**src/rtl/my_struct_package.sv**
```systemverilog
// Shared types for the L1-to-L2 responder path: MESI states, L2 message codes,
// responder FSM states, cache line layout and the address tag/index split.
package my_struct_package;

    localparam int PADDR_W  = 32;
    localparam int OFFSET_W = 6;   // 64-byte lines
    localparam int INDEX_W  = 14;
    localparam int TAG_W    = PADDR_W - INDEX_W - OFFSET_W;
    localparam int LRU_W    = 3;

    localparam logic [3:0] CMD_RD       = 4'd0;
    localparam logic [3:0] CMD_WR       = 4'd1;
    localparam logic [3:0] CMD_IFETCH   = 4'd2;
    localparam logic [3:0] CMD_L2_INV   = 4'd3;
    localparam logic [3:0] CMD_SNOOP_RD = 4'd4;
    localparam logic [3:0] CMD_CLEAR    = 4'd8;
    localparam logic [3:0] CMD_PRINT    = 4'd9;

    typedef enum logic [1:0] {
        MESI_I = 2'd0,
        MESI_S = 2'd1,
        MESI_E = 2'd2,
        MESI_M = 2'd3
    } mesi_t;

    typedef enum logic [2:0] {
        OP_NONE       = 3'd0,
        OP_READ       = 3'd1,
        OP_WRITE      = 3'd2,
        OP_RFO        = 3'd3,
        OP_INVALIDATE = 3'd4,
        OP_RETURN     = 3'd5
    } l2_op_t;

    typedef enum logic [2:0] {
        ST_IDLE = 3'd0,
        ST_WB   = 3'd1,
        ST_FILL = 3'd2,
        ST_WAIT = 3'd3,
        ST_RESP = 3'd4
    } resp_state_t;

    typedef struct packed {
        logic [TAG_W-1:0] tag;
        mesi_t            mesi;
        logic [LRU_W-1:0] lru;
    } cache_line_t;

    typedef struct packed {
        logic [TAG_W-1:0]   tag;
        logic [INDEX_W-1:0] index;
    } addr_split_t;

    function automatic addr_split_t split_addr(input logic [PADDR_W-1:0] addr);
        addr_split_t s;
        s.tag   = addr[PADDR_W-1 -: TAG_W];
        s.index = addr[OFFSET_W +: INDEX_W];
        return s;
    endfunction

    function automatic logic [PADDR_W-1:0] line_addr(input logic [TAG_W-1:0]   tag,
                                                     input logic [INDEX_W-1:0] index);
        return {tag, index, {OFFSET_W{1'b0}}};
    endfunction

endpackage

```
**src/rtl/l2_msg_port.sv**
```systemverilog
// L2 message port: holds l2_valid/l2_op/l2_addr stable until l2_ready.
// Optional trace logging and message counters under `L2_MSG_LOG_EN.
module l2_msg_port
    import my_struct_package::*;
#(
    parameter int ADDR_W = 32
) (
    input  logic              clk,
    input  logic              rst,
    input  logic              issue,
    input  l2_op_t            issue_op,
    input  logic [ADDR_W-1:0] issue_addr,
    input  logic              print,
    output logic              l2_valid,
    input  logic              l2_ready,
    output l2_op_t            l2_op,
    output logic [ADDR_W-1:0] l2_addr,
    output logic              handshake
);

    assign handshake = l2_valid && l2_ready;

    // NOTE: sequential state uses non-blocking assignments so every flop samples pre-edge values.
    always_ff @(posedge clk) begin
        if (rst) begin
            l2_valid <= 1'b0;
            l2_op    <= OP_NONE;
            l2_addr  <= '0;
        end else if (issue) begin
            l2_valid <= 1'b1;
            l2_op    <= issue_op;
            l2_addr  <= issue_addr;
        end else if (handshake) begin
            l2_valid <= 1'b0;
            l2_op    <= OP_NONE;
            l2_addr  <= '0;
        end
    end

`ifdef L2_MSG_LOG_EN
    logic [31:0] wr_cnt, rd_cnt, rfo_cnt;

    always_ff @(posedge clk) begin
        if (rst) begin
            wr_cnt  <= '0;
            rd_cnt  <= '0;
            rfo_cnt <= '0;
        end else begin
            if (handshake) begin
                case (l2_op)
                    OP_READ: begin
                        rd_cnt <= rd_cnt + 32'd1;
                        $display("Read from L2 %h", l2_addr);
                    end
                    OP_WRITE: begin
                        wr_cnt <= wr_cnt + 32'd1;
                        $display("Write to L2 %h", l2_addr);
                    end
                    OP_RFO: begin
                        rfo_cnt <= rfo_cnt + 32'd1;
                        $display("Read for Ownership from L2 %h", l2_addr);
                    end
                    OP_INVALIDATE: $display("Invalidate %h", l2_addr);
                    OP_RETURN:     $display("Return data to L2 %h", l2_addr);
                    default: ;
                endcase
            end
            if (print)
                $display("L2 messages: reads %0d writes %0d rfo %0d", rd_cnt, wr_cnt, rfo_cnt);
        end
    end
`else
    logic unused_print;
    assign unused_print = print;
`endif

endmodule

```
**src/rtl/l2_responder.sv**
```systemverilog
// Next-level responder for resolved L1 lookups: sequences write-back/fill/
// invalidate/return messages to L2 and returns the updated line. Build option: L2_MSG_LOG_EN.
module l2_responder
    import my_struct_package::*;
#(
    parameter int ADDR_W     = 32,
    parameter int L2_LATENCY = 4,
    parameter int CNT_W      = 4
) (
    input  logic              clk,
    input  logic              rst,
    input  logic              req_valid,
    output logic              req_ready,
    input  logic [3:0]        req_n,
    input  logic [ADDR_W-1:0] req_addr,
    input  logic              req_hit,
    input  cache_line_t       victim_line,
    output logic              resp_valid,
    output cache_line_t       resp_line,
    output logic              l2_valid,
    input  logic              l2_ready,
    output l2_op_t            l2_op,
    output logic [ADDR_W-1:0] l2_addr,
    input  logic              l2_shared
);

    resp_state_t       state, state_next;
    logic [CNT_W-1:0]  lat_cnt;
    logic [3:0]        cmd_q;
    logic [ADDR_W-1:0] line_addr_q;
    cache_line_t       line_q;
    l2_op_t            wb_op_q;
    logic [ADDR_W-1:0] wb_addr_q;
    logic              need_fill_q;

    resp_state_t       plan_state;
    cache_line_t       plan_line;
    l2_op_t            plan_wb_op;
    logic [ADDR_W-1:0] plan_wb_addr;
    logic              plan_fill;
    logic              plan_print;

    addr_split_t       req_split;
    logic [ADDR_W-1:0] req_line_addr;
    logic              accept;
    logic              issue;
    l2_op_t            issue_op;
    logic [ADDR_W-1:0] issue_addr;
    logic              handshake;
    logic              unused_offset;

    assign req_split     = split_addr(PADDR_W'(req_addr));
    assign req_line_addr = ADDR_W'(line_addr(req_split.tag, req_split.index));
    assign unused_offset = ^req_addr[OFFSET_W-1:0];

    assign req_ready  = (state == ST_IDLE);
    assign resp_valid = (state == ST_RESP);
    assign resp_line  = line_q;
    assign accept     = req_valid && req_ready;

    // Decide the whole transaction at accept time; later states only replay it.
    always_comb begin
        // NOTE: every combinational output gets a default first, so no path can infer a latch.
        plan_state   = ST_RESP;
        plan_line    = victim_line;
        plan_wb_op   = OP_NONE;
        plan_wb_addr = ADDR_W'(line_addr(victim_line.tag, req_split.index));
        plan_fill    = 1'b0;
        plan_print   = 1'b0;
        case (req_n)
            CMD_RD, CMD_IFETCH, CMD_WR: begin
                // An invalid line cannot really hit, so it takes the miss path.
                if (!req_hit || victim_line.mesi == MESI_I) begin
                    plan_fill = 1'b1;
                    if (victim_line.mesi == MESI_M) begin
                        plan_state = ST_WB;
                        plan_wb_op = OP_WRITE;
                    end else begin
                        plan_state = ST_FILL;
                    end
                end else if (req_n == CMD_WR) begin
                    if (victim_line.mesi == MESI_E) begin
                        plan_line.mesi = MESI_M;
                    end else if (victim_line.mesi == MESI_S) begin
                        plan_state     = ST_WB;
                        plan_wb_op     = OP_INVALIDATE;
                        plan_wb_addr   = req_line_addr;
                        plan_line.mesi = MESI_M;
                    end
                end
            end
            CMD_L2_INV: begin
                if (req_hit) plan_line.mesi = MESI_I;
            end
            CMD_SNOOP_RD: begin
                if (req_hit && victim_line.mesi == MESI_M) begin
                    plan_state     = ST_WB;
                    plan_wb_op     = OP_RETURN;
                    plan_wb_addr   = req_line_addr;
                    plan_line.mesi = MESI_S;
                end else if (req_hit && victim_line.mesi == MESI_E) begin
                    plan_line.mesi = MESI_S;
                end
            end
            CMD_CLEAR: plan_line = '0;
            default:   plan_print = 1'b1;
        endcase
    end

    always_comb begin
        state_next = state;
        issue      = 1'b0;
        issue_op   = OP_NONE;
        issue_addr = '0;
        case (state)
            ST_IDLE: if (req_valid) state_next = plan_state;
            ST_WB: begin
                issue      = !l2_valid;
                issue_op   = wb_op_q;
                issue_addr = wb_addr_q;
                if (handshake) state_next = need_fill_q ? ST_FILL : ST_RESP;
            end
            ST_FILL: begin
                issue      = !l2_valid;
                issue_op   = (cmd_q == CMD_WR) ? OP_RFO : OP_READ;
                issue_addr = line_addr_q;
                if (handshake) state_next = ST_WAIT;
            end
            ST_WAIT: if (lat_cnt <= CNT_W'(1)) state_next = ST_RESP;
            ST_RESP: state_next = ST_IDLE;
            default: state_next = ST_IDLE;
        endcase
    end

    always_ff @(posedge clk) begin
        if (rst) begin
            state       <= ST_IDLE;
            lat_cnt     <= '0;
            cmd_q       <= '0;
            line_addr_q <= '0;
            line_q      <= '0;
            wb_op_q     <= OP_NONE;
            wb_addr_q   <= '0;
            need_fill_q <= 1'b0;
        end else begin
            state <= state_next;
            if (accept) begin
                cmd_q       <= req_n;
                line_addr_q <= req_line_addr;
                line_q      <= plan_line;
                wb_op_q     <= plan_wb_op;
                wb_addr_q   <= plan_wb_addr;
                need_fill_q <= plan_fill;
            end
            if (state == ST_FILL && handshake)
                lat_cnt <= CNT_W'(L2_LATENCY);
            else if (state == ST_WAIT && lat_cnt != '0)
                lat_cnt <= lat_cnt - CNT_W'(1);
            // Fill completes: install the requested tag, sharing decides S vs E.
            if (state == ST_WAIT && state_next == ST_RESP) begin
                line_q.tag  <= split_addr(PADDR_W'(line_addr_q)).tag;
                line_q.mesi <= (cmd_q == CMD_WR) ? MESI_M : (l2_shared ? MESI_S : MESI_E);
            end
        end
    end

    l2_msg_port #(.ADDR_W(ADDR_W)) u_msg_port (
        .clk        (clk),
        .rst        (rst),
        .issue      (issue),
        .issue_op   (issue_op),
        .issue_addr (issue_addr),
        .print      (accept && plan_print),
        .l2_valid   (l2_valid),
        .l2_ready   (l2_ready),
        .l2_op      (l2_op),
        .l2_addr    (l2_addr),
        .handshake  (handshake)
    );

endmodule

```
**config.mk**
```make
export PLATFORM = sky130hd
export DESIGN_NAME = l2_responder
export DESIGN_NICKNAME = d
export VERILOG_FILES = /design/src/rtl/my_struct_package.sv /design/src/rtl/l2_msg_port.sv /design/src/rtl/l2_responder.sv
export SDC_FILE = /design/constraint.sdc
export NUM_CORES = 1
export LEC_CHECK = 0
export BUFFER_PORTS_ARGS = -buffer_cell sky130_fd_sc_hd__buf_2
export CORE_MARGIN = 2
export CORE_UTILIZATION = 55
export CTS_CLUSTER_DIAMETER = 80
export DETAILED_ROUTE_END_ITERATION = 10
export PLACE_DENSITY = 0.83
export SLEW_MARGIN = 20
export SYNTH_ARGS = -nofsm -noshare
export SYNTH_HDL_FRONTEND = slang
export SYNTH_SLANG_ARGS = --single-unit
```
**constraint.sdc**
```tcl
create_clock -name clk -period 3.9 [get_ports clk]
set_clock_uncertainty 0.05 [all_clocks]
set_input_delay 0.78 -clock clk [delete_from_list [all_inputs] [get_ports clk]]
set_output_delay 0.78 -clock clk [all_outputs]
set_load 0.02 [all_outputs]
```
* After elaboration in Yosys (flattened, before gate mapping)
Index checks and enable logic that the tools add are counted.
** Word-level totals
- Bits in read-only memories :: 0
- Register bits after elaboration :: 126
- Logic and storage cells :: 104
- Memories :: 0
- Latch bits :: 0
- Bits in writable memories :: 0
** Cells by class
- Mux-type cells :: 54
- $lt $le $gt $ge :: 1
- Equality and inequality tests :: 14
- Bitwise operators :: 0
- Shifts and indexed selects :: 0
- Reduce and logical (&&, ||, !) cells :: 20
- Add/subtract/negate cells :: 1
- Multiply operators :: 0
- Divide/modulo/power cells :: 0
** Operator list (number)
- two-way mux 32 bit :: 7
- case mux 32 bit (2 select lines) :: 2
- two-way mux 3 bit :: 20
- two-way mux 2 bit :: 12
- case mux 3 bit (2 select lines) :: 3
- two-way mux 17 bit :: 1
- two-way mux 14 bit :: 1
- two-way mux 12 bit :: 1
- case mux 3 bit (4 select lines) :: 1
- == test 4 x 1 -> 1 bit, second input constant :: 2
- == test 4 x 2 -> 1 bit, second input constant :: 2
- case mux 2 bit (4 select lines) :: 1
- logical AND 1 bit :: 7
- == test 3 x 2 -> 1 bit, second input constant :: 2
- == test 3 bit, second input constant :: 2
- nonzero test 2 bit :: 3
- two-way mux 1 bit :: 5
- == test 2 bit, second input constant :: 2
- == test 4 x 3 -> 1 bit, second input constant :: 1
- == test 4 bit, second input constant :: 1
- <= comparator 4 x 1 -> 1 bit, second input constant :: 1
- zero test 4 bit :: 1
- nonzero test 4 bit :: 1
- OR reduction 2 bit :: 2
- 8 further kinds :: 9

* Logic depth before layout (Yosys ltp)
- Word-level depth :: 11
- Gate-level depth with buffers :: 8

* Cells and area by module
Synthesis repeated with hierarchy kept, for this count alone.
** Second synthesis, totals
- Cells, all modules :: 585
- Area, all modules :: 4832.1 µm²
** Modules (own cells, without submodules)
- l2_responder :: instances 1, sequential area each 1401.3 µm², cells an instance 424, area an instance 3385.7 µm²
- l2_msg_port :: instances 1, sequential area each 720.7 µm², cells an instance 161, area an instance 1446.4 µm²

* Least setup slack after synthesis
No wires, ideal clock.
- Kind :: input to register
- Start :: in req_n[2]
- End :: reg wb_addr_q[20]
- Arrival time :: 1949 ps
- Stages on the path :: 4
- Required time :: 3762 ps
- Buffers on the path :: 1
- Setup slack :: 1813 ps
- Path through :: buf_2 maj3_2 or4b_1 a311oi_2
** Between the ends
- Cells in the longest elaborated chain, start to end :: 4
** RTL lines
- from (decl) :: RTL line l2_responder.sv:14 : input logic [3:0] req_n,
- == test 4 x 1 -> 1 bit :: RTL line l2_responder.sv:70, l2_responder.sv:81
- two-way mux 32 bit :: RTL line l2_responder.sv:81 : end else if (req_n == CMD_WR) begin
- two-way mux 32 bit :: RTL line l2_responder.sv:73 : if (!req_hit || victim_line.mesi == MESI_I) begin
- case mux 32 bit (2 select lines) (*) :: RTL line l2_responder.sv:70 : case (req_n)
- to (signal assigned) :: RTL line l2_responder.sv:152 : wb_addr_q <= plan_wb_addr;
- to (decl) :: RTL line l2_responder.sv:33 : logic [ADDR_W-1:0] wb_addr_q;
Every way passes the cells marked *; elsewhere a longest branch is shown, timed or not.
A chain may end at the register's enable or synchronous reset.

* Final worst setup path
- Start :: reg state[2]
- End :: reg state[0]
** Between the ends
- Cells in the longest elaborated chain, start to end :: 2
** RTL lines
- from (decl) :: RTL line l2_responder.sv:27 : resp_state_t state, state_next;
- from (signal assigned) :: RTL line l2_responder.sv:146 : state <= state_next;
- == test 3 x 2 -> 1 bit (tied with other cells) :: RTL line l2_responder.sv:115 : case (state)
- case mux 3 bit (4 select lines) (*) :: RTL line l2_responder.sv:115
Marks and branches as above.

==> impl_metrics.xml <==
<?xml version="1.0" encoding="UTF-8"?>
<metrics>
  <group name="global_routing">
    <metric name="grt_first_pass_wirelength" unit="mm">17.59</metric>
    <metric name="pin_count_of_the_biggest_net_entering_global_routing" unit="">59</metric>
    <metric name="first_global_vias" unit="">3687</metric>
    <metric name="grt_antenna_before_repair" unit="">0</metric>
    <metric name="global_route.usage.total" unit="%">25.32</metric>
    <metric name="global_route.overflow_total" unit="">0</metric>
  </group>
  <group name="timing">
    <metric name="report.final.slew_viol_count" unit="">0</metric>
    <metric name="relSlewSlack" unit="%">39.41</metric>
    <metric name="post-route-period-util" unit="%">63.36</metric>
    <metric name="setup-tns-final" unit="ns">0</metric>
    <metric name="max_freq" unit="MHz">404.7</metric>
    <metric name="tmin_final" unit="ns">2.471</metric>
    <metric name="setup_viol_count_final" unit="">0</metric>
    <metric name="rsz0062_at_grt" unit="">no</metric>
    <metric name="worstMarginPinSlew" unit="ns">0.9087</metric>
    <metric name="final_hold_viol_count" unit="">0</metric>
  </group>
  <group name="setup_path">
    <metric name="crit_type" unit="">flip-flop to flip-flop</metric>
    <metric name="timing.critical_path.from_type" unit="">flip-flop</metric>
    <metric name="worst_r2r_startpoint" unit="">state[2]</metric>
    <metric name="critical_path_required" unit="ns">4.12</metric>
    <metric name="critical_r2r_capture" unit="">state[0]</metric>
    <metric name="worst-r2r-setup-slack" unit="ns">1.43</metric>
    <metric name="worstSetupEndpoint" unit="">state[0]</metric>
    <metric name="setup.worst_path.start" unit="">state[2]</metric>
    <metric name="end_kind" unit="">flip-flop</metric>
    <metric name="cp.arrival" unit="ns">2.69</metric>
    <metric name="timing.critical_path.fanout_max" unit="">24</metric>
    <metric name="reg2regPathDepth" unit="">4</metric>
  </group>
  <group name="detailed_routing">
    <metric name="route.vias.total" unit="">3965</metric>
    <metric name="route.detailed.drc" unit="">0</metric>
    <metric name="drt-initial-drc-count" unit="">254</metric>
    <metric name="detail_route.first_pass.iterations" unit="">5</metric>
    <metric name="vias_per_cell" unit="">5.730</metric>
    <metric name="wirelength" unit="mm">10.71</metric>
    <metric name="post_drt_wl_per_cell" unit="µm">15.48</metric>
    <metric name="antenna_violating_nets_post_route" unit="">0</metric>
  </group>
  <group name="synth">
    <metric name="synthesis.area_per_instance" unit="µm²">8.443</metric>
    <metric name="synth_seq_area_share" unit="%">46.31</metric>
    <metric name="synth-edff-count" unit="">0</metric>
    <metric name="ys_dominant_reg_cell" unit="">sky130_fd_sc_hd__dfxtp_1</metric>
    <metric name="synth.yosys.warnings" unit="">0</metric>
    <metric name="syn-cell-area" unit="µm²">4323</metric>
    <metric name="yosysUniqueCellTypes" unit="">58</metric>
    <metric name="synth-async-reset-ratio" unit="%">0</metric>
    <metric name="synthesis.instances" unit="">512</metric>
    <metric name="synth-seq-cells" unit="">100</metric>
  </group>
  <group name="hold_path">
    <metric name="min_delay_path_depth" unit="">2</metric>
    <metric name="hold_path.class" unit="">flip-flop to flip-flop</metric>
  </group>
  <group name="clock_network">
    <metric name="cts.repair_timing.setup_buffer_count" unit="">0</metric>
    <metric name="cts_made_buffers" unit="">9</metric>
    <metric name="post_cts_sizing" unit="">0</metric>
    <metric name="hold_buffers" unit="">0</metric>
    <metric name="cts.sinks" unit="">100</metric>
    <metric name="path_clk_slew" unit="ns">0.09</metric>
    <metric name="clk-insertion-delay-late" unit="ns">0.36</metric>
    <metric name="cts_root_buf" unit="">sky130_fd_sc_hd__clkbuf_8</metric>
    <metric name="htreeDepth" unit="">3</metric>
    <metric name="cts_tree" unit="">built</metric>
    <metric name="clockBufferDepth" unit="">2</metric>
  </group>
  <group name="place">
    <metric name="placed_area" unit="µm²">4806</metric>
    <metric name="global_placer_s_final_weighted_congestion" unit="">0.8029</metric>
    <metric name="hpwl_after_detailed_placement" unit="mm">7.016</metric>
    <metric name="numPortBuffers" unit="">101</metric>
    <metric name="post-place-cells" unit="">676</metric>
  </group>
  <group name="pwr">
    <metric name="irDropWorstVdd" unit="µV">238.2</metric>
    <metric name="p_leak" unit="nW">2.106</metric>
    <metric name="pd_cells" unit="nW/µm²">408.7</metric>
  </group>
  <group name="floorplan">
    <metric name="site_row_count" unit="">32</metric>
    <metric name="dieArea" unit="µm²">8585</metric>
    <metric name="pin_count" unit="">114</metric>
    <metric name="initial_core_util" unit="%">56.23</metric>
    <metric name="core_area" unit="µm²">7687</metric>
    <metric name="vert_die_dim" unit="µm">92.66</metric>
    <metric name="floorplan.die.width" unit="µm">92.66</metric>
  </group>
  <group name="finish">
    <metric name="final_cell_count_no_fill" unit="">692</metric>
    <metric name="diodes_inserted" unit="">0</metric>
    <metric name="post_layout_instance_area" unit="µm²">5014</metric>
    <metric name="finalNetCount" unit="">646</metric>
    <metric name="synthToLayoutAreaGrowth" unit="%">15.98</metric>
    <metric name="layout-drive-gt1-share" unit="%">23.05</metric>
    <metric name="fillers" unit="">664</metric>
  </group>
  <group name="run_status">
    <metric name="result_of_the_run" unit="">complete, no violations</metric>
  </group>
  <group name="job">
    <metric name="max_cap_violations" unit="">0</metric>
  </group>
</metrics>
-- worst max-delay path, cell delays in order, from the launching register on --
cell and delay (ns):
sky130_fd_sc_hd__dfxtp_1 0.48, sky130_fd_sc_hd__or4b_1 0.97, sky130_fd_sc_hd__buf_4 0.38, sky130_fd_sc_hd__or2_1 0.29, sky130_fd_sc_hd__a311oi_2 0.20
-- through the flow --
stage	util, %	total power, mW	hold slack, ns	setup slack (ns)
finish	65.22	2.049	0.4074	1.429
global route	65.22	2.138	0.4194	1.338
CTS	65.22	2.053	0.4086	1.443
detailed placement	62.52	1.380	0.3954	1.197
global placement	62.52	1.370	0.3841	1.223
floorplan	-	1.297	0.3813	1.813
-- worst min-delay path by stage --
| stage | start | end | slack (ns) |
|---|---|---|---|
| 3_5_place_dp | line_addr_q[8] | u_msg_port.l2_addr[8] | 0.40 |
| 3_3_place_gp | line_addr_q[17] | u_msg_port.l2_addr[17] | 0.38 |
| 5_1_grt | line_addr_q[8] | u_msg_port.l2_addr[8] | 0.42 |
| 4_1_cts | line_addr_q[8] | u_msg_port.l2_addr[8] | 0.41 |
| 6_report | line_addr_q[8] | u_msg_port.l2_addr[8] | 0.41 |
| 2_1_floorplan | cmd_q[1] | cmd_q[1] | 0.38 |
-- metal layers --
metal	share of wire, %	wire length, µm	GRT usage, %	vias up
met4	0.94	101	7.353	0
met3	6.9	734	5.289	11
li1	-	-	-	1957
met2	47	5007	40.27	148
met5	0	0	0	-
met1	45	4868	34.99	1849
-- registers in the layout, summed over array words and instances (netlist names) --
signal and count:
lat_cnt 4, state 3, wb_op_q 3, resp_line 17
line_addr_q 26, u_msg_port.l2_addr 26, u_msg_port.l2_op 3, u_msg_port.l2_valid 1
need_fill_q 1, wb_addr_q 12, cmd_q 4
-- kinds of logic (layout without fill, tap and decap cells) --
group / Yosys count / count (layout) / synth area share, %
muxes: 13 / 13 / 3.068
AOI/OAI and AO/OA: 134 / 134 / 20.96
and+or+nand+nor: 203 / 203 / 22.20
DFF: 100 / 100 / 46.31
other: 1 / 6 / 0.08675
buffers and inverters: 55 / 128 / 5.905
xor gates and xnor gates: 2 / 2 / 0.4053
adders and majority gates: 4 / 4 / 1.071
-- cells in the mapped netlist, types with 3 or more instances --
master	instances	area (µm²)
sky130_fd_sc_hd__a22oi_1	4	30.03
sky130_fd_sc_hd__nor3b_1	3	22.52
sky130_fd_sc_hd__a31oi_1	4	25.02
sky130_fd_sc_hd__nor3_1	5	25.02
sky130_fd_sc_hd__nand3_1	33	165.2
sky130_fd_sc_hd__nor2_1	36	135.1
sky130_fd_sc_hd__a311oi_1	3	26.28
sky130_fd_sc_hd__buf_1	3	11.26
sky130_fd_sc_hd__nand2b_1	4	25.02
sky130_fd_sc_hd__nand2_1	95	356.6
sky130_fd_sc_hd__dfxtp_1	100	2002
sky130_fd_sc_hd__nor2b_1	3	18.77
sky130_fd_sc_hd__a211oi_1	13	97.59
sky130_fd_sc_hd__buf_2	18	90.09
sky130_fd_sc_hd__inv_1	3	11.26
sky130_fd_sc_hd__or4b_1	4	40.04
sky130_fd_sc_hd__mux2i_1	11	110.1
sky130_fd_sc_hd__a21oi_1	67	335.3
sky130_fd_sc_hd__buf_4	7	52.55
sky130_fd_sc_hd__a22o_1	12	105.1
sky130_fd_sc_hd__a222oi_1	12	120.1
sky130_fd_sc_hd__clkbuf_1	24	90.09
-- layout by cell type, fill, tap and decap left out, drive strengths merged, types with 3 or more instances in the layout --
master and instances:
a22o 12, nand2 95, nand3 33, nand2b 4
nor3b 4, a222oi 12, o21ai 4, conb 6
nor3 6, mux2i 11, nor2b 3, inv 6
a311oi 5, clkbuf 11, buf 109, a211oi 13
a22oi 4, or4b 4, nor2 37, a31oi 4
a21oi 68, dfxtp 100
-- where the power goes --
group	internal, mW	total, mW	switching, mW
clock	0.324	0.689	0.365
sequential	1.07	1.10	0.0325
combinational	0.0936	0.259	0.165
-- final cells by class --
type	instances	area, µm²	share of cell area [%]
Multi-Input combinational cell	362	2097	41.83
Sequential cell	100	2002	39.93
Timing Repair Buffer	109	568.0	11.33
Clock buffer	11	141.4	2.820
Tap cell	102	127.6	2.546
Clock inverter	5	66.31	1.323
Inverter	3	11.26	0.2246
No activity file was read; power rests on OpenSTA's default activity.
